**config.mk**
```make
export PLATFORM = sky130hd
export DESIGN_NAME = calc_cmd_sequencer
export DESIGN_NICKNAME = d
export VERILOG_FILES = /design/src/rtl/calculator_pkg.sv /design/src/rtl/calc_cmd_fifo.sv /design/src/rtl/calc_cmd_sequencer.sv
export SDC_FILE = /design/constraint.sdc
export NUM_CORES = 1
export LEC_CHECK = 0
export ABC_AREA = 1
export BUFFER_PORTS_ARGS = -buffer_cell sky130_fd_sc_hd__buf_2
export CAP_MARGIN = 0
export CORE_MARGIN = 2
export CORE_UTILIZATION = 26
export DETAILED_ROUTE_END_ITERATION = 7
export GPL_TIMING_DRIVEN = 0
export HOLD_SLACK_MARGIN = 0.15
export PLACE_DENSITY = 0.42
export SLEW_MARGIN = 25
export SYNTH_ARGS = -nofsm -noshare
export SYNTH_HDL_FRONTEND = slang
export SYNTH_SLANG_ARGS = --single-unit
```
**constraint.sdc**
```tcl
create_clock -name clk -period 2.85 [get_ports clk]
set_input_delay 0 -clock clk [delete_from_list [all_inputs] [get_ports clk]]
set_output_delay 0 -clock clk [all_outputs]
set_load 0.05 [all_outputs]
```
**src/rtl/calculator_pkg.sv**
```systemverilog
// Shared types for the calculator datapath and its command sequencer front end.
package calculator_pkg;

    typedef enum logic [1:0] {
        OP_ADD = 2'd0,
        OP_SUB = 2'd1,
        OP_AND = 2'd2,
        OP_OR  = 2'd3
    } te_operation;

    typedef enum logic [1:0] {
        STATUS_OK        = 2'd0,
        STATUS_OVERFLOW  = 2'd1,
        STATUS_UNDERFLOW = 2'd2
    } te_out_status;

    typedef enum logic [1:0] {
        IDLE = 2'd0,
        WAIT = 2'd1,
        RESP = 2'd2
    } te_seq_state;

    localparam int OP_W = $bits(te_operation);

    // Width of one packed {a, b, op} command word.
    function automatic int cmd_width(input int bit_width);
        return 2 * bit_width + OP_W;
    endfunction

endpackage

```
**src/rtl/calc_cmd_fifo.sv**
```systemverilog
// Circular command buffer; reset clears pointers and count, storage is left as-is.
module calc_cmd_fifo #(
    parameter int WIDTH = 18,
    parameter int DEPTH = 4
) (
    input  logic                     clk,
    input  logic                     reset,
    input  logic                     push,
    input  logic [WIDTH-1:0]         push_data,
    input  logic                     pop,
    output logic [WIDTH-1:0]         head,
    output logic                     full,
    output logic                     empty,
    output logic [$clog2(DEPTH):0]   count
);

    localparam int PTR_W = $clog2(DEPTH);
    localparam int CNT_W = PTR_W + 1;

    logic [WIDTH-1:0] mem [DEPTH];
    logic [PTR_W-1:0] wr_ptr;
    logic [PTR_W-1:0] rd_ptr;
    logic             do_push;
    logic             do_pop;

    assign full    = (count == CNT_W'(DEPTH));
    assign empty   = (count == '0);
    assign do_push = push && !full;
    assign do_pop  = pop && !empty;
    assign head    = mem[rd_ptr];

    always_ff @(posedge clk) begin
        if (do_push) begin
            mem[wr_ptr] <= push_data;
        end
    end

    // DEPTH is a power of two, so the pointers wrap naturally.
    always_ff @(posedge clk or posedge reset) begin
        if (reset) begin
            wr_ptr <= '0;
            rd_ptr <= '0;
            count  <= '0;
        end else begin
            if (do_push) begin
                wr_ptr <= wr_ptr + PTR_W'(1);
            end
            if (do_pop) begin
                rd_ptr <= rd_ptr + PTR_W'(1);
            end
            case ({do_push, do_pop})
                2'b10:   count <= count + CNT_W'(1);
                2'b01:   count <= count - CNT_W'(1);
                default: count <= count;
            endcase
        end
    end

endmodule

```
**src/rtl/calc_cmd_sequencer.sv**
```systemverilog
// Buffers calculator commands, issues them one at a time, holds operands for the
// calculator latency and returns captured result/status in acceptance order.
module calc_cmd_sequencer
    import calculator_pkg::*;
#(
    parameter int BIT_WIDTH    = 8,
    parameter int FIFO_DEPTH   = 4,
    parameter int CALC_LATENCY = 0
) (
    input  logic                 clk,
    input  logic                 reset,
    input  logic                 cmd_valid,
    output logic                 cmd_ready,
    input  logic [BIT_WIDTH-1:0] cmd_a,
    input  logic [BIT_WIDTH-1:0] cmd_b,
    input  te_operation          cmd_op,
    output logic [BIT_WIDTH-1:0] calc_a,
    output logic [BIT_WIDTH-1:0] calc_b,
    output te_operation          calc_operation,
    input  logic [BIT_WIDTH-1:0] calc_result,
    input  te_out_status         calc_status,
    output logic                 rsp_valid,
    input  logic                 rsp_ready,
    output logic [BIT_WIDTH-1:0] rsp_result,
    output te_out_status         rsp_status,
    output logic                 busy
);

    localparam int CMD_W = cmd_width(BIT_WIDTH);
    localparam int CNT_W = (CALC_LATENCY < 2) ? 1 : $clog2(CALC_LATENCY + 1);

    logic [CMD_W-1:0]              push_data;
    logic [CMD_W-1:0]              head;
    logic                          fifo_full;
    logic                          fifo_empty;
    logic [$clog2(FIFO_DEPTH):0]   fifo_count;
    logic                          push;
    logic                          pop;
    te_seq_state                   state;
    logic [CNT_W-1:0]              counter;

    // Ready follows the registered full flag only, so a same-cycle pop never frees a slot.
    assign cmd_ready = !fifo_full && !reset;
    assign push      = cmd_valid && cmd_ready;
    assign push_data = {cmd_a, cmd_b, cmd_op};
    assign pop       = (state == IDLE) && !fifo_empty;
    assign busy      = (state != IDLE) || (fifo_count != '0);

    calc_cmd_fifo #(
        .WIDTH (CMD_W),
        .DEPTH (FIFO_DEPTH)
    ) u_fifo (
        .clk       (clk),
        .reset     (reset),
        .push      (push),
        .push_data (push_data),
        .pop       (pop),
        .head      (head),
        .full      (fifo_full),
        .empty     (fifo_empty),
        .count     (fifo_count)
    );

    always_ff @(posedge clk or posedge reset) begin
        if (reset) begin
            state          <= IDLE;
            counter        <= '0;
            calc_a         <= '0;
            calc_b         <= '0;
            calc_operation <= te_operation'('0);
            rsp_valid      <= 1'b0;
            rsp_result     <= '0;
            rsp_status     <= te_out_status'('0);
        end else begin
            case (state)
                IDLE: begin
                    if (!fifo_empty) begin
                        calc_a         <= head[CMD_W-1 -: BIT_WIDTH];
                        calc_b         <= head[OP_W +: BIT_WIDTH];
                        calc_operation <= te_operation'(head[OP_W-1:0]);
                        counter        <= CNT_W'(CALC_LATENCY);
                        state          <= WAIT;
                    end
                end
                WAIT: begin
                    if (counter != '0) begin
                        counter <= counter - CNT_W'(1);
                    end else begin
                        rsp_result <= calc_result;
                        rsp_status <= calc_status;
                        rsp_valid  <= 1'b1;
                        state      <= RESP;
                    end
                end
                RESP: begin
                    if (rsp_ready) begin
                        rsp_valid <= 1'b0;
                        state     <= IDLE;
                    end
                end
                default: begin
                    rsp_valid <= 1'b0;
                    state     <= IDLE;
                end
            endcase
        end
    end

endmodule

```
==> run summary <==
ranking of synthesized cells by area: edfxtp_1 (46%), dfrtp_1 (20%), nand2_1 (14%)
kind of critical path: register to register
io pins: 63
Vias/cell: 3.969
DP Cell Count: 760
H-tree levels: 3
wire per inst: 13.44 um
Core ar.: 0.01790 mm2
yosys warns: 0
Worst-Skew Late Latency: 360 ps
chip width: 138.7 um
commonest register cell after synthesis: edfxtp_1
area leader, netlist: edfxtp_1
fin crit share: 79.88%
class of the tightest hold or removal check: input port to asynchronous set/reset pin
die area: 0.01924 mm2
status: finished clean
Filler cells: 1837
CTS sink count: 110
antenna cells: 0
P per Cell Area: 1083 mW/mm2
synthesized flop and latch total: 110
first-pass GRT wire length: 17100 um
Worst Clk Skew: 12.01 ps
Hold Violations, Final: 0
num rows: 49
Slew @ Worst Pin: 690.2 ps
cts bufs inserted: 9
final std cells w/o fill: 807
Lkg Pwr: 2.873 nW
worst vdd ir: 537.0 uV
final setup vio count: 0
Post-synth ARST share: 34.55%
Setup crit end kind: register
drt initial violations: 178
cell with the most instances after synthesis: nand2_1
Post-CTS Setup Inserts: 0
pin count of the biggest net entering global routing: 27
drc violations: 0
crit path DAT: 2520 ps
share of post-route cells with drive strength above 1: 18.86%
die height: 138.7 um
initial core utilization: 26.36%
Port Buffers: 62
DRT Wirelength: 10850 um
Slew headroom: 53.88%
Req. time, crit path: 3090 ps
Worst setup SP type: register
initial antenna violation count: 0
most frequent cells after synthesis: nand2_1 (171), inv_1 (88), edfxtp_1 (72)
setup ws final: 573.5 ps
Post-Syn Area: 0.004718 mm2
CTS Root Buffer Type: clkbuf_16
Final Max Slew Viols: 0
clock transition at the registers of the reported paths: 80 ps
total number of vias: 3203
antenna-violating nets left: 0
Synth Net Count: 505
Post-synth EDFFs: 72
Max Root-Sink Buffers: 2
Final Power: 6.482 mW
Max FO, Critical Path: 7
CTS tree: yes
Area Growth Syn to Fin: 26.86%
Final Net Count: 611
GRT Resource Usage Total: 11.59%
post-CTS resize count: 0
vias in the first global route: 3167
top cell type's share of synthesized area: 45.82%
post-synthesis cell count: 467
sequential fraction of the synthesis area: 65.98%
distinct cell type count after synthesis: 26
Detail Placement HPWL: 6939 um
remaining global-route overflow: 0
Max Clk Rate: 0.4393 GHz
R2R depth: 9
MaxCap Viol Count: 0
TNS Setup: 0 ps
drt first pass iters: 4
unrepaired setup endpoints after global routing: no
Final min period: 2276 ps
synthesized area per cell: 10.10 um2
routability cong.: 0.7066
Place WS: 558.7 ps
state kept, by name, indices dropped and copies added, names as in the netlist:
register        flops
u_fifo.mem         72
calc_a              8
calc_b              8
rsp_result          8
u_fifo.count        3
calc_operation      2
rsp_status          2
state               2
u_fifo.rd_ptr       2
u_fifo.wr_ptr       2
rsp_valid           1
layer usage:
metal  GRT usage, %  up-vias  wire (um)
li1               -     1648          -
met1          14.24     1476       4957
met2          20.22       64       5241
met3          2.210       15        427
met4          4.519        0        222
met5              0        -          0
layout make-up:
cell class                      instances  area (um2)  area share [%]
Clock inverter                          6       53.80          0.8988
Buffer                                 16       117.6           1.965
Inverter                               91       346.6           5.790
Sequential cell                       110        3113           52.01
Clock buffer                           10       229.0           3.825
Tap cell                              229       286.5           4.787
Multi-Input combinational cell        250        1171           19.57
Timing Repair Buffer                   95       668.1           11.16
path summary, 6_finish.rpt:
path | startpoint | end | slack [ps]
worst max-delay path | u_fifo.count[0] | u_fifo.count[2] | 570
worst min-delay path | reset | calc_b[4] | 180
worst max register to register | u_fifo.count[0] | u_fifo.count[2] | 570
worst min register to register | rsp_result[1] | rsp_result[1] | 470
max in group asynchronous | reset | calc_b[6] | 2190
min in group clk | cmd_a[7] | u_fifo.mem[2][17] | 390
what timing repair did:
item	4_1_cts	5_1_grt
setup endpoints to repair	0	0
endpoints found under the hold margin	124	0
hold buffers	31	0
layout by cell type (no fill, tap or decap), types with 3 or more instances in the layout:
| cell | count |
|---|---|
| clkbuf_16 | 9 |
| inv_1 | 87 |
| nand2_2 | 3 |
| edfxtp_1 | 72 |
| buf_2 | 69 |
| buf_6 | 4 |
| dlygate4sd3_1 | 31 |
| clkbuf_1 | 3 |
| dfrtp_1 | 38 |
| inv_2 | 3 |
| nand2_1 | 171 |
| ha_1 | 5 |
| nand3_1 | 49 |
| nor2_4 | 6 |
| o21ai_0 | 4 |
| inv_6 | 3 |
cell families (layout without fill, tap and decap cells):
kind of cell | after synthesis | in the layout | share of synthesized area [%]
AO/OA/AOI/OAI | 6 | 6 | 0.6362
buffers and inverters | 107 | 218 | 9.838
flip-flops | 110 | 110 | 65.98
XOR/XNOR | 4 | 4 | 0.7426
AND/OR/NAND/NOR | 234 | 234 | 21.06
adder cells (fa/ha/maj) | 6 | 6 | 1.750
worst max-delay path, cell delays in order, from the launching register on:
cell and delay, ps:
dfrtp_1 430, nor2_4 180, nand2_1 120, nand3_1 400
ha_1 260, inv_1 60, fa_1 380, nand2_1 90
nand3_1 90, xor2_1 140
where the power goes:
group | internal, mW | switching (mW)
registers | 2.10 | 0.192
clock network | 0.613 | 0.610
logic | 0.845 | 2.12
stage by stage:
stage	hold WS (ps)	utilization (%)	cell area [um2]
floorplan	98.87	-	4718
global placement	213.7	29.69	5315
detailed placement	7.712	30.12	5393
CTS	182.6	33.44	5986
global route	226.0	33.44	5986
finish	179.9	33.44	5986
No activity file was read; power rests on OpenSTA's default activity.
